### src/rtl/runahead_commit_event_gen.sv
// Purpose: buffers PCs committed during a runahead episode and emits them as
//          ordered event records to a difftest sink.
// Latency: a commit pushed at edge N appears on io_ev_valid after edge N
//          (registered, no bypass).
// Backpressure: io_ev_ready low holds the head record stable. A commit that
//          arrives when the FIFO is full and nothing pops is dropped, and the
//          sticky io_overflow flag is set.
// Ports:
//   clock, reset              sole clock; asynchronous active-high reset
//   io_coreid                 hart id, passed through to io_ev_coreid
//   io_runahead_enter/exit    one-cycle episode start/end pulses
//   io_commit_valid/pc        committed instruction and its PC
//   io_ev_ready               sink accepts the head event this cycle
//   io_ev_valid/coreid/index/pc  head event record
//   io_busy                   episode active or still draining
//   io_overflow               at least one commit dropped this episode
module runahead_commit_event_gen #(
   parameter int DEPTH = 8
) (
   input  logic        clock,
   input  logic        reset,
   input  logic [7:0]  io_coreid,
   input  logic        io_runahead_enter,
   input  logic        io_runahead_exit,
   input  logic        io_commit_valid,
   input  logic [63:0] io_commit_pc,
   input  logic        io_ev_ready,
   output logic        io_ev_valid,
   output logic [7:0]  io_ev_coreid,
   output logic [7:0]  io_ev_index,
   output logic [63:0] io_ev_pc,
   output logic        io_busy,
   output logic        io_overflow
);

   localparam int AW = $clog2(DEPTH);
   localparam logic [AW:0] C_DEPTH = (AW+1)'(DEPTH);

   typedef enum logic [1:0] {S_IDLE, S_RUN, S_DRAIN} state_t;

   state_t          r_state;
   state_t          w_state_nxt;
   logic [63:0]     r_mem [DEPTH];
   logic [AW-1:0]   r_wr_ptr;
   logic [AW-1:0]   r_rd_ptr;
   logic [AW:0]     r_count;
   logic [AW:0]     w_count_nxt;
   logic [7:0]      r_index;
   logic            r_overflow;

   logic            w_enter_acc;
   logic            w_push_req;
   logic            w_ev_vld;
   logic            w_pop;
   logic            w_full;
   logic            w_push;
   logic            w_drop;

   // Enter only counts in IDLE; the enter cycle itself already belongs to the
   // episode, so its commit is captured.
   assign w_enter_acc = (r_state == S_IDLE) && io_runahead_enter;
   assign w_push_req  = io_commit_valid && ((r_state == S_RUN) || w_enter_acc);
   assign w_ev_vld    = (r_count != '0);
   assign w_pop       = w_ev_vld && io_ev_ready;
   assign w_full      = (r_count == C_DEPTH);
   // A full FIFO still accepts a push when the head leaves in the same cycle.
   assign w_push      = w_push_req && (!w_full || w_pop);
   assign w_drop      = w_push_req && !w_push;

   always_comb begin
      w_count_nxt = r_count;
      case ({w_push, w_pop})
         2'b10:   w_count_nxt = r_count + 1'b1;
         2'b01:   w_count_nxt = r_count - 1'b1;
         default: w_count_nxt = r_count;
      endcase
   end

   always_comb begin
      w_state_nxt = r_state;
      case (r_state)
         S_IDLE:  if (io_runahead_enter) w_state_nxt = S_RUN;
         S_RUN:   if (io_runahead_exit)  w_state_nxt = S_DRAIN;
         // Leave DRAIN on the same edge that empties the FIFO.
         S_DRAIN: if (w_count_nxt == '0) w_state_nxt = S_IDLE;
         default: w_state_nxt = S_IDLE;
      endcase
   end

   always_ff @(posedge clock or posedge reset) begin
      if (reset) begin
         r_state    <= S_IDLE;
         r_wr_ptr   <= '0;
         r_rd_ptr   <= '0;
         r_count    <= '0;
         r_index    <= 8'd0;
         r_overflow <= 1'b0;
      end else begin
         r_state <= w_state_nxt;
         r_count <= w_count_nxt;
         if (w_push) r_wr_ptr <= r_wr_ptr + 1'b1;
         if (w_pop)  r_rd_ptr <= r_rd_ptr + 1'b1;
         if (w_enter_acc)  r_index <= 8'd0;
         else if (w_pop)   r_index <= r_index + 8'd1;
         if (w_enter_acc)  r_overflow <= 1'b0;
         else if (w_drop)  r_overflow <= 1'b1;
      end
   end

   // Storage needs no reset: an empty count masks whatever it holds.
   always_ff @(posedge clock) begin
      if (w_push) r_mem[r_wr_ptr] <= io_commit_pc;
   end

   assign io_ev_valid  = w_ev_vld;
   assign io_ev_coreid = io_coreid;
   assign io_ev_index  = r_index;
   assign io_ev_pc     = w_ev_vld ? r_mem[r_rd_ptr] : 64'd0;
   assign io_busy      = (r_state != S_IDLE);
   assign io_overflow  = r_overflow;

endmodule

### config.mk
export PLATFORM = sky130hd
export DESIGN_NAME = runahead_commit_event_gen
export DESIGN_NICKNAME = d
export VERILOG_FILES = /design/src/rtl/runahead_commit_event_gen.sv
export SDC_FILE = /design/constraint.sdc
export NUM_CORES = 1
export LEC_CHECK = 0
export CORE_ASPECT_RATIO = 1.1
export CORE_UTILIZATION = 32
export CTS_BUF_LIST = sky130_fd_sc_hd__clkbuf_16
export DETAILED_ROUTE_END_ITERATION = 8
export PLACE_DENSITY = 0.61
export RECOVER_POWER = 25
export SYNTH_ARGS = -nofsm -noshare
export SYNTH_HDL_FRONTEND = slang
export SYNTH_SLANG_ARGS = --single-unit
### constraint.sdc
create_clock -name clock -period 11.1 [get_ports clock]
set_clock_uncertainty 0.1 [all_clocks]
set_input_delay 2.22 -clock clock [delete_from_list [all_inputs] [get_ports clock]]
set_output_delay 2.22 -clock clock [all_outputs]
set_load 0.02 [all_outputs]
==> impl_metrics.py <==
metrics = {
    "logic_synthesis": {
        "syn_area_mm2": 0.0206,
        "avgSynthCellArea_um2": 21.7,
        "synthArstFlopShare_pct": 3.94,
        "synthCells": 947,
        "netlist-cell-type-count": 43,
        "synth_edf_count": 512,
        "ys_seq_area_share_pct": 77.3,
        "synth_flop_cell": "edfxtp_1",
        "ys_ff_latch": 533,
        "syn_nets": 1031,
        "synth_warnings": 0,
    },
    "detailed_routing": {
        "detail_route.vias_per_cell": 4.77,
        "vias": 9514,
        "drc": 0,
        "detail-route-antenna-nets": 0,
        "wl_um": 43100,
        "drtIter0Drc": 632,
        "routedWlPerCell_um": 21.6,
        "dr.pass1.iters": 4,
    },
    "worst_setup_path": {
        "rr_startpoint": "r_count[0]$_DFF_PP0_",
        "cp_max_fo": 118,
        "cp.required_ns": 8.78,
        "r2r_cells": 14,
        "reg2reg_setup_slack_ns": 7.28,
        "cp-end-kind": "primary output",
        "critical_path_class": "flip-flop to primary output",
        "arrival_ns": 3.58,
        "reg2reg_to": "r_state[1]$_DFFE_PP0P_",
        "cp-start-kind": "flip-flop",
    },
    "clock_tree": {
        "clk_path_buf_depth": 3,
        "clock-sinks": 533,
        "ctsResizeCount": 0,
        "cts_tree": "done",
        "insertion_delay_ns": 0.59,
        "h-tree-depth": 2,
        "postCtsHoldBufs": 0,
        "post_cts_buffers": 0,
        "path_clk_slew_ns": 0.06,
        "ctsRootBufferMaster": "clkbuf_16",
        "cts_buffers": 52,
    },
    "finish": {
        "layout_common_cells": "edfxtp_1 (512), mux4_2 (128), clkdlybuf4s50_1 (104)",
        "fin_cells": 1995,
        "utilization_pct": 38.9,
        "diodes": 0,
        "nets": 1199,
        "final_area_mm2": 0.0248,
        "layout_commonest_cell": "edfxtp_1",
        "area_growth_pct": 20.3,
        "drive_gt1_share_pct": 21.1,
    },
    "grt": {
        "grt_first_pass_wirelength_um": 64300,
        "grt_max_degree": 119,
        "grt_pass1_vias": 10200,
        "grt_usage_pct": 13.3,
        "antenna_found_initial": 10,
        "grt_overflow_total": 0,
    },
    "place": {
        "portBuffers": 144,
        "routabilityCongestion": 0.720,
        "placed_cells": 1902,
        "place_area_mm2": 0.0231,
        "pre_cts_ws_ns": 5.63,
        "hpwl_um": 23600,
    },
    "sta": {
        "post-route-min-period_ns": 5.90,
        "slew_headroom_pct": 24.6,
        "hold_violations": 0,
        "layout_setup_ws_ns": 5.20,
        "rsz0062_at_grt": "no",
        "timing.final.crit_share_pct": 53.1,
        "tns_ns": 0,
        "fmax_mhz": 170,
        "setup_violations": 0,
        "worst_slew_pin_slew_ns": 1.13,
        "drv_slew": 0,
    },
    "run_status": {
        "outcome": "finished clean",
    },
    "floorplanning": {
        "row_count": 97,
        "start_util_pct": 32.4,
        "core_mm2": 0.0636,
        "die_h_um": 268,
        "dieArea_mm2": 0.0653,
        "die_w_um": 244,
        "io_pins": 161,
    },
    "job": {
        "maxCapViolCount": 0,
    },
    "power": {
        "leakagePower_uw": 0.00805,
        "power_density_mw_per_mm2": 261,
        "ir_drop_v": 0.000187,
    },
    "worst_hold_path": {
        "min_delay_worst_endpoint": "io_overflow$_DFFE_PP0P_",
        "hold_path_class": "flip-flop to flip-flop",
        "hold_start": "io_overflow$_DFFE_PP0P_",
        "hold_depth": 2,
    },
}
## final cells by class
type	count	area (um^2)
Tap cell	841	1050
Clock buffer	53	1330
Clock inverter	40	354
Timing Repair Buffer	166	1620
Multi-Input combinational cell	356	4460
Sequential cell	533	15900
Fill cell	5728	38800
Inverter	6	22.5
## cell families after synthesis
| kind of cell | synth area share [%] |
|---|---|
| XOR/XNOR | 0.553 |
| buffers and inverters | 1.30 |
| AND/OR/NAND/NOR | 2.61 |
| multiplexers | 17.2 |
| AO/OA/AOI/OAI | 0.645 |
| adder cells (fa/ha/maj) | 0.401 |
| flip-flops | 77.3 |
## per-layer routing
metal  up-vias  global-route usage [%]  part of all wire [%]  wire length, um
met4        10                    3.46                   2.0              865
met5         -                       0                  0.13               56
met1      5004                    17.5                    43            18700
li1       4211                       -                     -                -
met2       208                    22.3                    50            21600
met3        81                    2.82                   4.3             1870
## stage by stage
| stage | power [uW] | hold slack [ns] |
|---|---|---|
| after detailed placement | 4820 | 0.396 |
| final | 6460 | 0.400 |
| after global routing | 6780 | 0.468 |
| after floorplan | 3970 | 0.392 |
| after global placement | 4810 | 0.398 |
| after CTS | 6580 | 0.409 |
## flip-flops by register name, summed over array words and instances, names as in the netlist
name,count
io_ev_index,8
io_overflow,1
r_count,4
r_mem,512
r_rd_ptr,3
r_state,2
r_wr_ptr,3
## synthesized netlist by cell type, drive strengths merged, types with 3 or more instances
master  instances  area share (%)
clkbuf         24            0.44
mux4          128              14
nand2          16            0.34
mux2i          66             3.2
a21oi           5            0.12
nand2b          3           0.091
buf            28            0.75
nand3           6            0.15
edfxtp        512              75
xnor2           7            0.30
nor2           83             1.5
nor3            6            0.15
dfrtp          21             2.6
ha              5            0.30
inv             6            0.11
xor2            6            0.26
o21ai           4            0.12
## worst max-delay path: stages (launching register included)
cell and delay, ns:
dfrtp_4 0.60, buf_12 0.65, mux4_2 0.61, mux2i_1 0.21, nor2_1 0.07, clkdlybuf4s50_1 0.56
## power by group
part	switching (uW)	total, uW	internal [uW]
clock network	716	1740	1020
logic	1130	2160	1030
registers	129	2560	2430
total	1980	6460	4480
## how the worst max path moves through the flow
| stage | endpoint | slack [ns] | cells after the start | from |
|---|---|---|---|---|
| after floorplan | r_mem[0][0]$_DFFE_PP_ | 1.50 | 4 | io_ev_ready |
| after global placement | r_mem[2][20]$_DFFE_PP_ | 5.66 | 8 | io_ev_ready |
| after detailed placement | r_mem[2][22]$_DFFE_PP_ | 5.63 | 8 | io_ev_ready |
| after CTS | io_ev_pc[8] | 5.05 | 5 | r_rd_ptr[0]$_DFFE_PP0P_ |
| after global routing | io_ev_pc[8] | 4.95 | 5 | r_rd_ptr[0]$_DFFE_PP0P_ |
| final | io_ev_pc[34] | 5.20 | 5 | r_rd_ptr[0]$_DFFE_PP0P_ |
(Power assumes the default switching activity.)
